File: src/rtl/conv_stream_bist.sv
// Stream driver/sink for conv_8_4. It sources LFSR-generated x and f streams and
// sinks y results into a rotating-XOR signature, with optional pseudo-random throttling.
module conv_stream_bist #(
    parameter int          NUMITS   = 4,
    parameter int          N        = 8,
    parameter int          M        = 4,
    parameter logic [15:0] SEED_X   = 16'hACE1,
    parameter logic [15:0] SEED_F   = 16'h1234,
    parameter logic [15:0] SEED_T   = 16'hBEEF,
    parameter bit          THROTTLE = 1'b1
) (
    input  logic        clk,
    input  logic        reset,
    input  logic        start,
    output logic [7:0]  m_data_out_x,
    output logic        m_valid_x,
    input  logic        m_ready_x,
    output logic [7:0]  m_data_out_f,
    output logic        m_valid_f,
    input  logic        m_ready_f,
    input  logic [17:0] s_data_in_y,
    input  logic        s_valid_y,
    output logic        s_ready_y,
    output logic        busy,
    output logic        done,
    output logic [31:0] signature,
    output logic [31:0] y_count
);

    localparam logic [31:0] TX   = 32'(N * NUMITS);
    localparam logic [31:0] TF   = 32'(M * NUMITS);
    localparam logic [31:0] TY   = 32'((N - M + 1) * NUMITS);
    localparam logic [15:0] MASK = 16'hB400;
    localparam logic [15:0] SX   = (SEED_X == 16'h0) ? 16'h0001 : SEED_X;
    localparam logic [15:0] SF   = (SEED_F == 16'h0) ? 16'h0001 : SEED_F;
    localparam logic [15:0] ST   = (SEED_T == 16'h0) ? 16'h0001 : SEED_T;

    typedef enum logic [1:0] {IDLE, RUN, DONE} state_t;

    function automatic logic [15:0] lfsr_next(input logic [15:0] s);
        return (s >> 1) ^ (s[0] ? MASK : 16'h0000);
    endfunction

    state_t      state_q, state_d;
    logic [15:0] lx_q, lx_d, lf_q, lf_d, lt_q, lt_d;
    logic [31:0] xcnt_q, xcnt_d, fcnt_q, fcnt_d, ycnt_q, ycnt_d, sig_q, sig_d;
    logic        vx_q, vx_d, vf_q, vf_d;

    logic        run, g_x, g_f, g_y, hs_x, hs_f, hs_y, rdy_y;
    logic [31:0] x_after, f_after;

    always_comb begin
        run     = (state_q == RUN);
        g_x     = lt_q[0] | ~THROTTLE;
        g_f     = lt_q[1] | ~THROTTLE;
        g_y     = lt_q[2] | ~THROTTLE;
        rdy_y   = run && (ycnt_q < TY) && g_y;
        hs_x    = vx_q & m_ready_x;
        hs_f    = vf_q & m_ready_f;
        hs_y    = rdy_y & s_valid_y;
        x_after = xcnt_q + {31'b0, hs_x};
        f_after = fcnt_q + {31'b0, hs_f};

        state_d = state_q;
        lx_d    = hs_x ? lfsr_next(lx_q) : lx_q;
        lf_d    = hs_f ? lfsr_next(lf_q) : lf_q;
        lt_d    = run ? lfsr_next(lt_q) : lt_q;
        xcnt_d  = x_after;
        fcnt_d  = f_after;
        ycnt_d  = ycnt_q;
        sig_d   = sig_q;
        // A valid with no handshake holds; otherwise it is re-decided every cycle.
        vx_d    = (vx_q && !hs_x) ? 1'b1 : (run && (x_after < TX) && g_x);
        vf_d    = (vf_q && !hs_f) ? 1'b1 : (run && (f_after < TF) && g_f);

        if (hs_y) begin
            sig_d  = {sig_q[30:0], sig_q[31]} ^ {{14{s_data_in_y[17]}}, s_data_in_y};
            ycnt_d = ycnt_q + 32'd1;
            if (ycnt_q == TY - 32'd1) begin
                state_d = DONE;
            end
        end

        if (!run && start) begin
            state_d = RUN;
            lx_d    = SX;
            lf_d    = SF;
            lt_d    = ST;
            xcnt_d  = '0;
            fcnt_d  = '0;
            ycnt_d  = '0;
            sig_d   = '0;
            vx_d    = 1'b0;
            vf_d    = 1'b0;
        end
    end

    always_ff @(posedge clk) begin
        if (reset) begin
            state_q <= IDLE;
            lx_q    <= SX;
            lf_q    <= SF;
            lt_q    <= ST;
            xcnt_q  <= '0;
            fcnt_q  <= '0;
            ycnt_q  <= '0;
            sig_q   <= '0;
            vx_q    <= 1'b0;
            vf_q    <= 1'b0;
        end else begin
            state_q <= state_d;
            lx_q    <= lx_d;
            lf_q    <= lf_d;
            lt_q    <= lt_d;
            xcnt_q  <= xcnt_d;
            fcnt_q  <= fcnt_d;
            ycnt_q  <= ycnt_d;
            sig_q   <= sig_d;
            vx_q    <= vx_d;
            vf_q    <= vf_d;
        end
    end

    assign m_valid_x    = vx_q;
    assign m_valid_f    = vf_q;
    assign m_data_out_x = vx_q ? lx_q[7:0] : '0;
    assign m_data_out_f = vf_q ? lf_q[7:0] : '0;
    assign s_ready_y    = rdy_y;
    assign busy         = run;
    assign done         = (state_q == DONE);
    assign signature    = sig_q;
    assign y_count      = ycnt_q;

endmodule

File: config.mk
export PLATFORM = sky130hd
export DESIGN_NAME = conv_stream_bist
export DESIGN_NICKNAME = d
export VERILOG_FILES = /design/src/rtl/conv_stream_bist.sv
export SDC_FILE = /design/constraint.sdc
export NUM_CORES = 1
export LEC_CHECK = 0
export ABC_AREA = 1
export CAP_MARGIN = 20
export CORE_ASPECT_RATIO = 0.75
export CORE_UTILIZATION = 55
export DETAILED_ROUTE_END_ITERATION = 10
export GPL_ROUTABILITY_DRIVEN = 0
export GPL_TIMING_DRIVEN = 0
export PLACE_DENSITY = 0.8
export SYNTH_ARGS = -nofsm -noshare
export SYNTH_HDL_FRONTEND = slang
export SYNTH_SLANG_ARGS = --single-unit
File: constraint.sdc
create_clock -name clk -period 5.3 [get_ports clk]
set_clock_uncertainty 0.15 [all_clocks]
set_input_delay 1.06 -clock clk [delete_from_list [all_inputs] [get_ports clk]]
set_output_delay 1.06 -clock clk [all_outputs]
set_load 0.01 [all_outputs]
Word-level counts from Yosys, hierarchy flattened
Cells that the tools add are included.
- register bits after elaboration: 180
- input bits: 24
- output and inout bits: 85
- $add $sub $neg: 3
- magnitude comparators: 3
- equal/unequal tests: 3
- mux-type cells: 10
- bitwise logic cells: 7
- reductions and logical operators: 17
- operators by type and width (kind ; count):
    $add A32 B1 Y32 ; 2
    $lt A32 B5 Y1 const B ; 2
    $mux W16 ; 3
    $xor A15 B16 Y16 ; 3
    $add A32 B1 Y32 const B ; 1
    $eq A32 B5 Y1 const B ; 1
    $lt A32 B6 Y1 const B ; 1
    $xor A32 B32 Y32 ; 1
    $mux W8 ; 2
    $logic_and A1 B1 Y1 ; 9
    $mux W1 ; 5
    $reduce_and A2 Y1 ; 2
    $reduce_bool A2 Y1 ; 2
    $and A1 B1 Y1 ; 3
    $logic_not A1 Y1 ; 3
    $eq A2 B1 Y1 const B ; 1
    $eq A2 B2 Y1 const B ; 1
    $reduce_or A2 Y1 ; 1

Longest topological paths before layout
Gate-level depths: netlist of run 1.
- word-level depth: 6
- mapped depth: 19

Worst setup path before layout of run 1
OpenSTA, ideal clock, no wires.
- path kind: input port to flip-flop
- start: input m_ready_f
- end: register vf_q (netlist: m_valid_f)
- setup time: 68 ps
- arrival time: 3042 ps
- data required time: 5082 ps
- slack: 2040 ps
- stages on the path: 17
- path buffers: 1
- cell sequence: nand2_1 clkinv_1 buf_1 ha_1 ha_1 nand2_2 nor2_8 nand2_2 nor2_1 nand2_1 nand2_1 nand2_1 inv_1 nand4_1 nor2_1 nand2_1 a21oi_2
- longest elaborated chain between the ends: 6
- elaborated cells between the ends (all ways): 8
- those cells by class: add/sub: 1; order compare: 1; mux: 1; bitwise: 1; reduce/logical: 4
- ends and longest elaborated chain (element ; RTL line ; RTL):
    from (decl) ; 20 ; input logic m_ready_f,
    $and A1 B1 Y1 (*) ; 59 ; hs_f = vf_q & m_ready_f;
    $add A32 B1 Y32 ; 62 ; f_after = fcnt_q + {31'b0, hs_f};
    $lt A32 B5 Y1 ; 74 ; vf_d = (vf_q && !hs_f) ? 1'b1 : (run && (f_after < TF) && g_f);
    $logic_and A1 B1 Y1 (2 in a row) ; 74 ;
    $mux W1 (*) ; 74 ;
    to (signal assigned) ; 120 ; vf_q <= vf_d;
    to (decl) ; 47 ; logic vx_q, vx_d, vf_q, vf_d;
Every way passes the cells marked *; elsewhere a longest branch is shown, timed or not.
A chain may end at the register's enable or synchronous reset.

Worst setup path after layout of run 1
Same ends and word-level chain as after synthesis.

==> impl_summary.txt, run 1 <==
----------------------------------------------------
[Run status]
  Run status ... completed

[Pwr]
  Final Total Pwr ... 2.97 mW
  Worst IR Drop VDD ... 0.195 mV
  Pleak ... 4.37 nW
  Power density cells ... 282 nW/um^2

[Die]
  I/O pin total ... 109
  Die Span X ... 146 um
  Core Rows ... 39
  DIE AREA ... 16000 um^2
  Core region area ... 15200 um^2
  Chip height ... 110 um
  Initial standard-cell utilization of the core ... 56.1%

[Flow run]
  Max-cap violation count ... 0

[Synthesis]
  Adder-cell area share of the yosys netlist ... 0.732%
  Simple-gate area share of the yosys netlist ... 32.7%
  Sequential area share after synthesis ... 42.2%
  Cell count after synthesis ... 1218
  Number of flops mapped to enable cells by yosys ... 0
  Combinational family with the most area after synthesis ... simple AND/OR/NAND/NOR gates
  List of most frequent post-synthesis cells ... sky130_fd_sc_hd__nand2_1 (302), sky130_fd_sc_hd__dfxtp_1 (180), sky130_fd_sc_hd__nor2_1 (177), sky130_fd_sc_hd__inv_1 (159), sky130_fd_sc_hd__a21oi_1 (88)
  Share of flip-flops with an asynchronous set or reset ... 0%
  Dominant synthesized flop cell ... sky130_fd_sc_hd__dfxtp_1
  Post-synth design cell area ... 8550 um^2
  Post-synthesis register bit count ... 180
  Area share of the largest cell type after synthesis ... 42.2%
  Cell types occupying the most area after synthesis ... sky130_fd_sc_hd__dfxtp_1 (42%), sky130_fd_sc_hd__nand2_1 (13%), sky130_fd_sc_hd__nor2_1 (7.8%)
  Proportion of synthesized area in mux cells ... 0%
  Number of warnings reported in the yosys synthesis log ... 0
  Synthesized Nets ... 1247
  Average size of a mapped cell ... 7.02 um^2
  Cell type with the largest total area after synthesis ... sky130_fd_sc_hd__dfxtp_1
  Count of unique library cells instantiated by Yosys ... 42
  XOR/XNOR share of the synthesized area ... 4.71%
  Area fraction in compound gates after synthesis ... 10.4%
  Top-count cell post-synth ... sky130_fd_sc_hd__nand2_1

[Critical path]
  Highest net fanout along the worst path ... 10
  Count of cells along the worst register-to-register path ... 18
  CP Capture Type ... flip-flop
  Largest delay contributor family on the critical path ... simple AND/OR/NAND/NOR gates
  CP cell instances ... clkdlybuf4s50_1 > nand2_1 > clkinv_1 > buf_1 > ha_1 > ha_1 > nand2_2 > nor2_8 > nand2_2 > nand2_1 > nand2_1 > nor2_1 > nand3_1 > nor2_1 > nand3_1 > nor2_1 > nand2_1 > a21oi_2
  FF-to-FF setup slack ... 1.75 ns
  Launch point of the critical path ... m_ready_f
  Most frequent cell on the critical path ... sky130_fd_sc_hd__nand2_1
  CP Launch Type ... input port
  Count of cell instances traversed by the critical path ... 18
  Data arrival, critical path ... 4.27 ns
  Worst R2R End ... m_valid_x
  Slowest cell on crit path ... sky130_fd_sc_hd__clkdlybuf4s50_1
  Critical path class ... in2reg
  Delay of the slowest cell on the worst path ... 0.50 ns
  Worst path required time ... 5.51 ns
  Endpoint of the most critical setup path ... m_valid_f
  Origin of the critical flop-to-flop path ... m_valid_x
  Number of buffers and inverters on the critical path ... 3

[Timing]
  Max Transition Viols Final ... 0
  Final period demand of the worst path ... 4.05 ns
  Worst-case setup margin in the final layout ... 1.25 ns
  Final critical-path share of the clock period ... 76.5%
  Unrepaired setup endpoints after global routing ... no
  Total of endpoints with negative setup slack in the final report ... 0
  Worst Max-Slew Pin Slew ... 0.771 ns
  Final hold violation count ... 0
  Relative slew margins ... 48.6%
  Fin Setup TNS ... 0 ns
  Max Fclk ... 247 MHz

[Global routing]
  GRT Resource Usage Total ... 27.1%
  Maximum number of pins on one net before global-route repair ... 19
  Overflow after GRT ... 0
  Antenna violations before repair ... 0
  Wire length of the first global-routing pass ... 34400 um
  Vias in the first global route ... 7248

[Final layout]
  Layout Area Growth over Synthesis ... 23.1%
  # nets final ... 1373
  Number of filler instances in the final layout ... 1319
  Number of antenna repair diodes ... 0
  Share of cells above drive strength 1 ... 6.85%
  Area of combinational cells with multiple inputs ... 4140 um^2
  Final design utilization ... 69.1%
  Register area ... 3600 um^2
  Number of non-filler instances in the completed layout ... 1562

[CTS]
  Number of buffers inserted for hold repair after clock tree synthesis ... 0
  Post-CTS Setup Bufs ... 0
  Number of CTS-inserted buffers ... 17
  # H-tree levels ... 4
  CTS tree ... yes
  TritonCTS Sinks ... 180
  Maximum root-to-sink buffer count ... 2
  Clk Tree Root Cell ... sky130_fd_sc_hd__clkbuf_16
  Clock latency at the later pin of the worst-skew pair ... 0.44 ns
  Clk pin slew, worst setup/hold paths ... 0.07 ns
  Post-CTS Resized ... 0

[Detailed routing]
  Number of detailed-route iterations in the first pass ... 5
  Number of DRC markers in iteration 0 ... 499
  Routed wire length ... 21000 um
  Via total after detailed routing ... 8002
  Average wire per standard cell ... 13.4 um
  Post-DRT Antenna Nets ... 0
  DRC violation count after routing ... 0
  Per-cell via count in the routed design ... 5.12

[Hold path]
  Cells on Worst Hold Path ... 2
  Path type of the worst min-delay path ... reg2reg

[Placed design]
  Detailed Place HPWL ... 15300 um
  Cells after DPL ... 1530
  Placement-stage worst setup slack ... 0.815 ns
  # port buffers ... 107

----------------------------------------------------
[registers in the layout (all words and copies together) (netlist names)]
signal,flops
fcnt_q,32
signature,32
xcnt_q,32
y_count,32
lf_q,16
lt_q,16
lx_q,16
state_q,2
m_valid_f,1
m_valid_x,1
[cell families after synthesis]
logic type               count (synthesis)
AO/OA/AOI/OAI                          165
XOR/XNOR                                46
adder cells (fa/ha/maj)                  5
buffers and inverters                  203
flip-flops                             180
AND/OR/NAND/NOR                        619
[per-layer routing]
metal / vias up / global-route usage (%) / part of all wire [%]
li1: 4077 / - / -
met1: 3654 / 34.9 / 47
met2: 243 / 43.6 / 44
met3: 28 / 9.21 / 8.1
met4: 0 / 7.14 / 1.3
met5: - / 0 / 0
[cell type report]
type / instances / area share (%)
repair buffers: 107 / 10.2
clock buffers: 17 / 4.04
well taps: 205 / 2.44
inverters: 167 / 5.98
flip-flops and latches: 180 / 34.3
clock inverters: 15 / 2.08
multi-input cells: 835 / 39.4
plain buffers: 36 / 1.61
[layout by cell type, fill, tap and decap left out, types with 8 or more instances in the layout]
cell type                         netlist  layout
sky130_fd_sc_hd__o21ai_0               50      50
sky130_fd_sc_hd__clkbuf_1              27      27
sky130_fd_sc_hd__xor2_1                39      39
sky130_fd_sc_hd__nor2_4                10      10
sky130_fd_sc_hd__nand2_1              302     302
sky130_fd_sc_hd__o211ai_1              11      11
sky130_fd_sc_hd__clkdlybuf4s50_1        0     107
sky130_fd_sc_hd__nand3_1               46      46
sky130_fd_sc_hd__inv_1                159     159
sky130_fd_sc_hd__clkbuf_16              0      17
sky130_fd_sc_hd__nand3b_1              18      18
sky130_fd_sc_hd__a21oi_1               88      88
sky130_fd_sc_hd__nor2_2                 8       8
sky130_fd_sc_hd__dfxtp_1              180     180
sky130_fd_sc_hd__nor2_1               177     177
sky130_fd_sc_hd__nand2_2               13      13
sky130_fd_sc_hd__nand4_1               17      17
[worst min-delay path, delay by kind of cell, from the launching register on]
| family | cells | cell delay (ns) |
|---|---|---|
| AND/OR/NAND/NOR | 1 | 0.04 |
| buffers and inverters | 1 | 0.05 |
| flip-flops | 1 | 0.32 |
[per-stage QoR]
stage | hold WS [ns] | instance area [um^2]
floorplan | 0.289 | 8550
global placement | 0.280 | 9870
detailed placement | 0.284 | 9870
CTS | 0.299 | 10500
global route | 0.327 | 10500
finish | 0.298 | 10500
[report_power, final]
group | leakage, nW | internal (mW) | switching, mW | total (mW)
clock | 0.311 | 0.770 | 0.604 | 1.37
sequential | 1.46 | 1.37 | 0.0190 | 1.39
combinational | 2.60 | 0.0834 | 0.117 | 0.201
total | 4.37 | 2.23 | 0.740 | 2.97
[worst min path at each step]
stage,startpoint,endpoint,slack (ns)
finish,y_count[6],y_count[6],0.30
global route,y_count[7],y_count[7],0.33
CTS,y_count[6],y_count[6],0.30
detailed placement,y_count[29],y_count[29],0.28
global placement,y_count[20],y_count[20],0.28
floorplan,lf_q[10],lf_q[9],0.29
No activity file was read; power rests on OpenSTA's default activity.
==> run 2: changes to the inputs <==
Clock period 5.3 ns to 4.09 ns, I/O delays scaled along.
==> run 2 against run 1 <==
Against the previous run:
- cell area unchanged
- die area unchanged
- sequential share of layout area unchanged
- global-route usage decreased by 0.064 points
- clock power increased by 30%
- routed wire length increased by 0.15%
- largest power group unchanged
- critical path depth unchanged
- highest routed layer unchanged
- non-clock buffer count unchanged
==> impl_summary.txt, run 2 (synthesis results as in run 1) <==
----------------------------------------------------
[Detailed routing]
  Via total after detailed routing ... 8002 (unchanged)
  DRC violation count after routing ... 0 (unchanged)
  Routed wire length ... 21000 um (about the same)
  Per-cell via count in the routed design ... 5.12 (unchanged)
  Number of detailed-route iterations in the first pass ... 5 (unchanged)
  Average wire per standard cell ... 13.5 um (was 13.4 um)
  Post-DRT Antenna Nets ... 0 (unchanged)
  Number of DRC markers in iteration 0 ... 486 (was 499)

[Timing]
  Total of endpoints with negative setup slack in the final report ... 0 (unchanged)
  Final-layout worst hold slack ... 0.298 ns (about the same)
  Unrepaired setup endpoints after global routing ... no (unchanged)
  Max Transition Viols Final ... 0 (unchanged)
  Fin Setup TNS ... 0 ns (unchanged)
  Max Fclk ... 262 MHz
  Relative slew margins ... 49.2% (was 48.6%)
  Worst-case setup margin in the final layout ... 0.267 ns (was 1.25 ns)
  Final period demand of the worst path ... 3.82 ns
  Final critical-path share of the clock period ... 93.5%
  Final hold violation count ... 0 (unchanged)
  Worst Max-Slew Pin Slew ... 0.763 ns (was 0.771 ns)

[Global routing]
  Vias in the first global route ... 7249 (was 7248)
  Antenna violations before repair ... 0 (unchanged)
  GRT Resource Usage Total ... 27.1% (about the same)
  Wire length of the first global-routing pass ... 34400 um (about the same)
  Overflow after GRT ... 0 (unchanged)
  Maximum number of pins on one net before global-route repair ... 19 (unchanged)

[CTS]
  Clk Tree Root Cell ... sky130_fd_sc_hd__clkbuf_16 (unchanged)
  Number of CTS-inserted buffers ... 17 (unchanged)
  Post-CTS Resized ... 0 (unchanged)
  Maximum root-to-sink buffer count ... 2 (unchanged)
  CTS tree ... yes (unchanged)
  Clk pin slew, worst setup/hold paths ... 0.07 ns (about the same)
  Number of buffers inserted for hold repair after clock tree synthesis ... 0 (unchanged)
  Post-CTS Setup Bufs ... 0 (unchanged)
  # H-tree levels ... 4 (unchanged)
  Clock latency at the later pin of the worst-skew pair ... 0.44 ns (about the same)
  TritonCTS Sinks ... 180 (unchanged)

[Pwr]
  Worst IR Drop VDD ... 0.253 mV (was 0.195 mV)
  Pleak ... 4.37 nW (unchanged)
  Power density cells ... 366 nW/um^2 (was 282 nW/um^2)

[Critical path]
  CP Capture Type ... flip-flop (unchanged)
  Worst path required time ... 4.30 ns (was 5.51 ns)
  Slowest cell on crit path ... sky130_fd_sc_hd__clkdlybuf4s50_1 (unchanged)
  CP cell instances ... clkdlybuf4s50_1 > nand2_1 > clkinv_1 > buf_1 > ha_1 > ha_1 > nand2_2 > nor2_8 > nand2_2 > nand2_1 > nand2_1 > nor2_1 > nand3_1 > nor2_1 > nand3_1 > nor2_1 > nand2_1 > a21oi_2 (unchanged)
  Critical path class ... in2reg (unchanged)
  Highest net fanout along the worst path ... 10 (unchanged)
  CP Launch Type ... input port (unchanged)
  Most frequent cell on the critical path ... sky130_fd_sc_hd__nand2_1 (unchanged)
  Delay of the slowest cell on the worst path ... 0.50 ns (about the same)
  Data arrival, critical path ... 4.03 ns (was 4.27 ns)

[Die]
  Initial standard-cell utilization of the core ... 56.1% (unchanged)
  I/O pin total ... 109 (unchanged)
  DIE AREA ... 16000 um^2 (unchanged)
  Die Span X ... 146 um (unchanged)
  Chip height ... 110 um (unchanged)
  Core Rows ... 39 (unchanged)
  Core region area ... 15200 um^2 (unchanged)

[Placed design]
  Cells after DPL ... 1530 (unchanged)
  Placement-stage worst setup slack ... -0.153 ns (was 0.815 ns)
  # port buffers ... 107 (unchanged)
  Detailed Place HPWL ... 15300 um (unchanged)

[Run status]
  Run status ... completed (unchanged)

[Final layout]
  Final design utilization ... 69.1% (unchanged)
  Number of antenna repair diodes ... 0 (unchanged)
  Number of non-filler instances in the completed layout ... 1562 (unchanged)
  # nets final ... 1373 (unchanged)
  Share of cells above drive strength 1 ... 6.85% (unchanged)
  Most frequent cells in the layout ... sky130_fd_sc_hd__nand2_1 (302), sky130_fd_sc_hd__dfxtp_1 (180), sky130_fd_sc_hd__nor2_1 (177) (unchanged)
  Layout Area Growth over Synthesis ... 23.1% (unchanged)
  Commonest non-fill, non-tap cell in the layout ... sky130_fd_sc_hd__nand2_1 (unchanged)

[Hold path]
  Path type of the worst min-delay path ... reg2reg (unchanged)

[Flow run]
  Max-cap violation count ... 0 (unchanged)

----------------------------------------------------
==> run 2: cell counts in the layout (fill, tap and decap cells not counted) <==
No cell type changed its count.
==> run 2: critical path: cells and delay by family <==
| kind | cells | cell delay, ns |
|---|---|---|
| AO/OA/AOI/OAI | 1 | 0.14 |
| AND/OR/NAND/NOR | 12 | 1.43 |
| adder cells (fa/ha/maj) | 2 | 0.52 |
| buffers and inverters | 3 | 1.11 |
==> run 2: worst paths after layout <==
path | depth (start not counted) | to | start | slack [ns]
max | 18 | m_valid_f | m_ready_f | 0.27
min | 2 | y_count[6] | y_count[6] | 0.30
max reg2reg | 18 | m_valid_x | m_valid_x | 0.54
min reg2reg | 2 | y_count[6] | y_count[6] | 0.30
==> run 2: metal layers <==
layer	share of wire, %	track usage (%)
met1	47	34.9
met2	44	43.6
met3	7.8	8.55
met4	1.1	7.74
met5	0	0
==> run 2: where the power goes <==
part / internal [mW] / switching (mW) / leakage (nW)
clock network: 0.998 / 0.781 / 0.311
logic: 0.108 / 0.152 / 2.60
registers: 1.78 / 0.0246 / 1.46
==> run 2: per-stage QoR <==
stage / power (mW) / instance area [um^2]
2_1_floorplan: 1.99 / 8550
3_3_place_gp: 2.10 / 9870
3_5_place_dp: 2.10 / 9870
4_1_cts: 3.85 / 10500
5_1_grt: 3.97 / 10500
6_report: 3.84 / 10500
==> run 2: layout make-up <==
| cell class | count | area [um^2] |
|---|---|---|
| Inverter | 167 | 629 |
| Fill cell | 1319 | 4710 |
| Multi-Input combinational cell | 835 | 4140 |
| Clock inverter | 15 | 219 |
| Timing Repair Buffer | 107 | 1070 |
| Clock buffer | 17 | 425 |
| Sequential cell | 180 | 3600 |
| Tap cell | 205 | 256 |
| Buffer | 36 | 169 |
==> run 3: changes to the inputs <==
Settings changed: RECOVER_POWER set to 25.
==> run 3 against run 2 <==
Against the previous run:
- cell count is the same
- utilization shrank 0.32 points
- flip-flop and latch count is the same
- critical endpoint unchanged
- largest cell class unchanged
==> impl_summary.txt, run 3 (synthesis results as in run 1) <==
----------------------------------------------------
[Run status]
  Run status ... completed (unchanged)

[Critical path]
  Origin of the critical flop-to-flop path ... m_valid_x (unchanged)
  CP Launch Type ... input port (unchanged)
  Number of buffers and inverters on the critical path ... 4 (was 3)
  Highest net fanout along the worst path ... 10 (unchanged)
  Critical path class ... in2reg (unchanged)
  Most frequent cell on the critical path ... sky130_fd_sc_hd__nand2_1 (unchanged)
  CP Capture Type ... flip-flop (unchanged)
  Data arrival, critical path ... 4.01 ns (was 4.03 ns)
  Largest delay contributor family on the critical path ... simple AND/OR/NAND/NOR gates (unchanged)
  Worst path required time ... 4.30 ns (about the same)
  Count of cell instances traversed by the critical path ... 18 (unchanged)
  Worst R2R End ... m_valid_x (unchanged)
  Delay of the slowest cell on the worst path ... 0.50 ns (about the same)
  Count of cells along the worst register-to-register path ... 18 (unchanged)
  Slowest cell on crit path ... sky130_fd_sc_hd__clkdlybuf4s50_1 (unchanged)
  FF-to-FF setup slack ... 0.53 ns (was 0.54 ns)
  CP cell instances ... clkdlybuf4s50_1 > nand2_1 > clkinv_1 > buf_1 > ha_1 > ha_1 > nand2_2 > nor2_8 > nand2_2 > nor2_1 > nand2_1 > nand2_1 > nand2_1 > inv_1 > nand4_1 > nor2_1 > nand2_1 > a21oi_2 (was clkdlybuf4s50_1 > nand2_1 > clkinv_1 > buf_1 > ha_1 > ha_1 > nand2_2 > nor2_8 > nand2_2 > nand2_1 > nand2_1 > nor2_1 > nand3_1 > nor2_1 > nand3_1 > nor2_1 > nand2_1 > a21oi_2)

[Global routing]
  Wire length of the first global-routing pass ... 34400 um (unchanged)
  Overflow after GRT ... 0 (unchanged)
  Met1 Resource Use GR ... 34.9% (unchanged)
  Met2 usage ... 43.6% (unchanged)
  Met3 usage ... 8.55% (unchanged)
  Antenna violations before repair ... 0 (unchanged)
  Vias in the first global route ... 7249 (unchanged)
  GRT Resource Usage Total ... 27.1% (unchanged)
  Most utilized layer in the global route result ... met2 (unchanged)
  Maximum number of pins on one net before global-route repair ... 19 (unchanged)

[Final layout]
  Commonest non-fill, non-tap cell in the layout ... sky130_fd_sc_hd__nand2_1 (unchanged)
  Share of cells above drive strength 1 ... 6.12% (was 6.85%)
  Number of non-filler instances in the completed layout ... 1562 (unchanged)
  Most frequent cells in the layout ... sky130_fd_sc_hd__nand2_1 (304), sky130_fd_sc_hd__dfxtp_1 (180), sky130_fd_sc_hd__nor2_1 (178) (was sky130_fd_sc_hd__nand2_1 (302), sky130_fd_sc_hd__dfxtp_1 (180), sky130_fd_sc_hd__nor2_1 (177))
  Number of antenna repair diodes ... 0 (unchanged)
  Layout Area Growth over Synthesis ... 22.5% (was 23.1%)
  Final design utilization ... 68.8% (was 69.1%)
  # nets final ... 1373 (unchanged)

[CTS]
  Clk pin slew, worst setup/hold paths ... 0.07 ns (about the same)
  Number of buffers inserted for hold repair after clock tree synthesis ... 0 (unchanged)
  # H-tree levels ... 4 (unchanged)
  CTS tree ... yes (unchanged)
  Number of CTS-inserted buffers ... 17 (unchanged)
  Post-CTS Setup Bufs ... 0 (unchanged)
  TritonCTS Sinks ... 180 (unchanged)
  Maximum root-to-sink buffer count ... 2 (unchanged)
  Post-CTS Resized ... 0 (unchanged)
  Clock latency at the later pin of the worst-skew pair ... 0.44 ns (about the same)
  Clk Tree Root Cell ... sky130_fd_sc_hd__clkbuf_16 (unchanged)

[Detailed routing]
  Post-DRT Antenna Nets ... 0 (unchanged)
  Routed wire length ... 21000 um (about the same)
  Via total after detailed routing ... 8006 (was 8002)
  Per-cell via count in the routed design ... 5.13 (was 5.12)
  Number of DRC markers in iteration 0 ... 473 (was 486)
  DRC violation count after routing ... 0 (unchanged)
  Average wire per standard cell ... 13.4 um (was 13.5 um)
  Number of detailed-route iterations in the first pass ... 5 (unchanged)

[Timing]
  Relative slew margins ... 50.0% (was 49.2%)
  Worst Max-Slew Pin Slew ... 0.749 ns (was 0.763 ns)
  Unrepaired setup endpoints after global routing ... no (unchanged)
  Max Fclk ... 263 MHz (was 262 MHz)
  Final-layout worst hold slack ... 0.298 ns (about the same)
  Final critical-path share of the clock period ... 92.9% (was 93.5%)
  Final hold violation count ... 0 (unchanged)
  Fin Setup TNS ... 0 ns (unchanged)
  Total of endpoints with negative setup slack in the final report ... 0 (unchanged)
  Final period demand of the worst path ... 3.80 ns (was 3.82 ns)
  Max Transition Viols Final ... 0 (unchanged)

[Pwr]
  Power density cells ... 366 nW/um^2 (about the same)
  Worst IR Drop VDD ... 0.252 mV (was 0.253 mV)
  Pleak ... 4.36 nW (was 4.37 nW)

[Die]
  Chip height ... 110 um (unchanged)
  DIE AREA ... 16000 um^2 (unchanged)
  Core region area ... 15200 um^2 (unchanged)
  Initial standard-cell utilization of the core ... 56.1% (unchanged)
  Die Span X ... 146 um (unchanged)
  I/O pin total ... 109 (unchanged)
  Core Rows ... 39 (unchanged)

[Hold path]
  End of the worst hold path ... y_count[6] (unchanged)
  Hold_sp ... y_count[6] (unchanged)
  Path type of the worst min-delay path ... reg2reg (unchanged)
  Cells on Worst Hold Path ... 2 (unchanged)

[Flow run]
  Max-cap violation count ... 0 (unchanged)

[Placed design]
  # port buffers ... 107 (unchanged)
  Cells after DPL ... 1530 (unchanged)
  Detailed Place HPWL ... 15300 um (unchanged)

----------------------------------------------------
-- run 3: changes by cell type in the layout (fill, tap and decap cells not counted), moves of 2 or more --
cell | previous run | this run
sky130_fd_sc_hd__clkdlybuf4s50_1 | 107 | 100
sky130_fd_sc_hd__clkbuf_1 | 27 | 31
sky130_fd_sc_hd__buf_6 | 4 | 0
sky130_fd_sc_hd__dlygate4sd3_1 | 0 | 7
sky130_fd_sc_hd__inv_2 | 4 | 2
sky130_fd_sc_hd__inv_1 | 159 | 161
sky130_fd_sc_hd__nand2_1 | 302 | 304
-- run 3: final cells by class --
class | instances | area [um^2]
Buffer | 36 | 139
Timing Repair Buffer | 107 | 1070
Tap cell | 205 | 256
Clock buffer | 17 | 425
Clock inverter | 15 | 219
Inverter | 167 | 628
Multi-Input combinational cell | 835 | 4130
Fill cell | 1331 | 4760
Sequential cell | 180 | 3600
-- run 3: worst max-delay path by stage --
stage / from / to
2_1_floorplan: m_ready_f / m_valid_f
3_3_place_gp: m_ready_f / m_valid_f
3_5_place_dp: m_ready_f / m_valid_f
4_1_cts: m_ready_f / m_valid_f
5_1_grt: m_ready_f / m_valid_f
6_report: m_ready_f / m_valid_f
-- run 3: worst register-to-register path, cell delays in order, from the launching register on --
cell and delay, ns:
sky130_fd_sc_hd__dfxtp_1 0.33, sky130_fd_sc_hd__clkbuf_1 0.32, sky130_fd_sc_hd__nand2_1 0.25, sky130_fd_sc_hd__clkinv_1 0.23, sky130_fd_sc_hd__buf_2 0.27, sky130_fd_sc_hd__ha_1 0.24, sky130_fd_sc_hd__ha_1 0.21, sky130_fd_sc_hd__nand3_1 0.15
sky130_fd_sc_hd__nor2_1 0.23, sky130_fd_sc_hd__nand3_1 0.10, sky130_fd_sc_hd__nand2_1 0.09, sky130_fd_sc_hd__nand2_1 0.05, sky130_fd_sc_hd__nor2_1 0.15, sky130_fd_sc_hd__nand2_1 0.07, sky130_fd_sc_hd__nor2_1 0.10, sky130_fd_sc_hd__nand2_1 0.08
sky130_fd_sc_hd__nor2_1 0.19, sky130_fd_sc_hd__nand3_1 0.15, sky130_fd_sc_hd__a21oi_2 0.13
-- run 3: where the power goes --
group	leakage [nW]	switching, mW	internal (mW)	total, mW
registers	1.46	0.0242	1.78	1.81
logic	2.59	0.150	0.103	0.253
clock network	0.311	0.778	0.997	1.78
-- run 3: per-layer routing --
metal	up-vias	share of wire [%]
met1	3659	47
met2	240	44
met4	0	1.0
met3	21	8.1
li1	4086	-
met5	-	0
-- run 3: stage by stage --
stage	total power [mW]	setup WS, ns	instance area [um^2]
finish	3.83	0.292	10500
global route	3.96	0.0129	10500
CTS	3.85	0.297	10500
detailed placement	2.10	-0.153	9870
global placement	2.10	-0.0902	9870
floorplan	1.99	1.07	8550
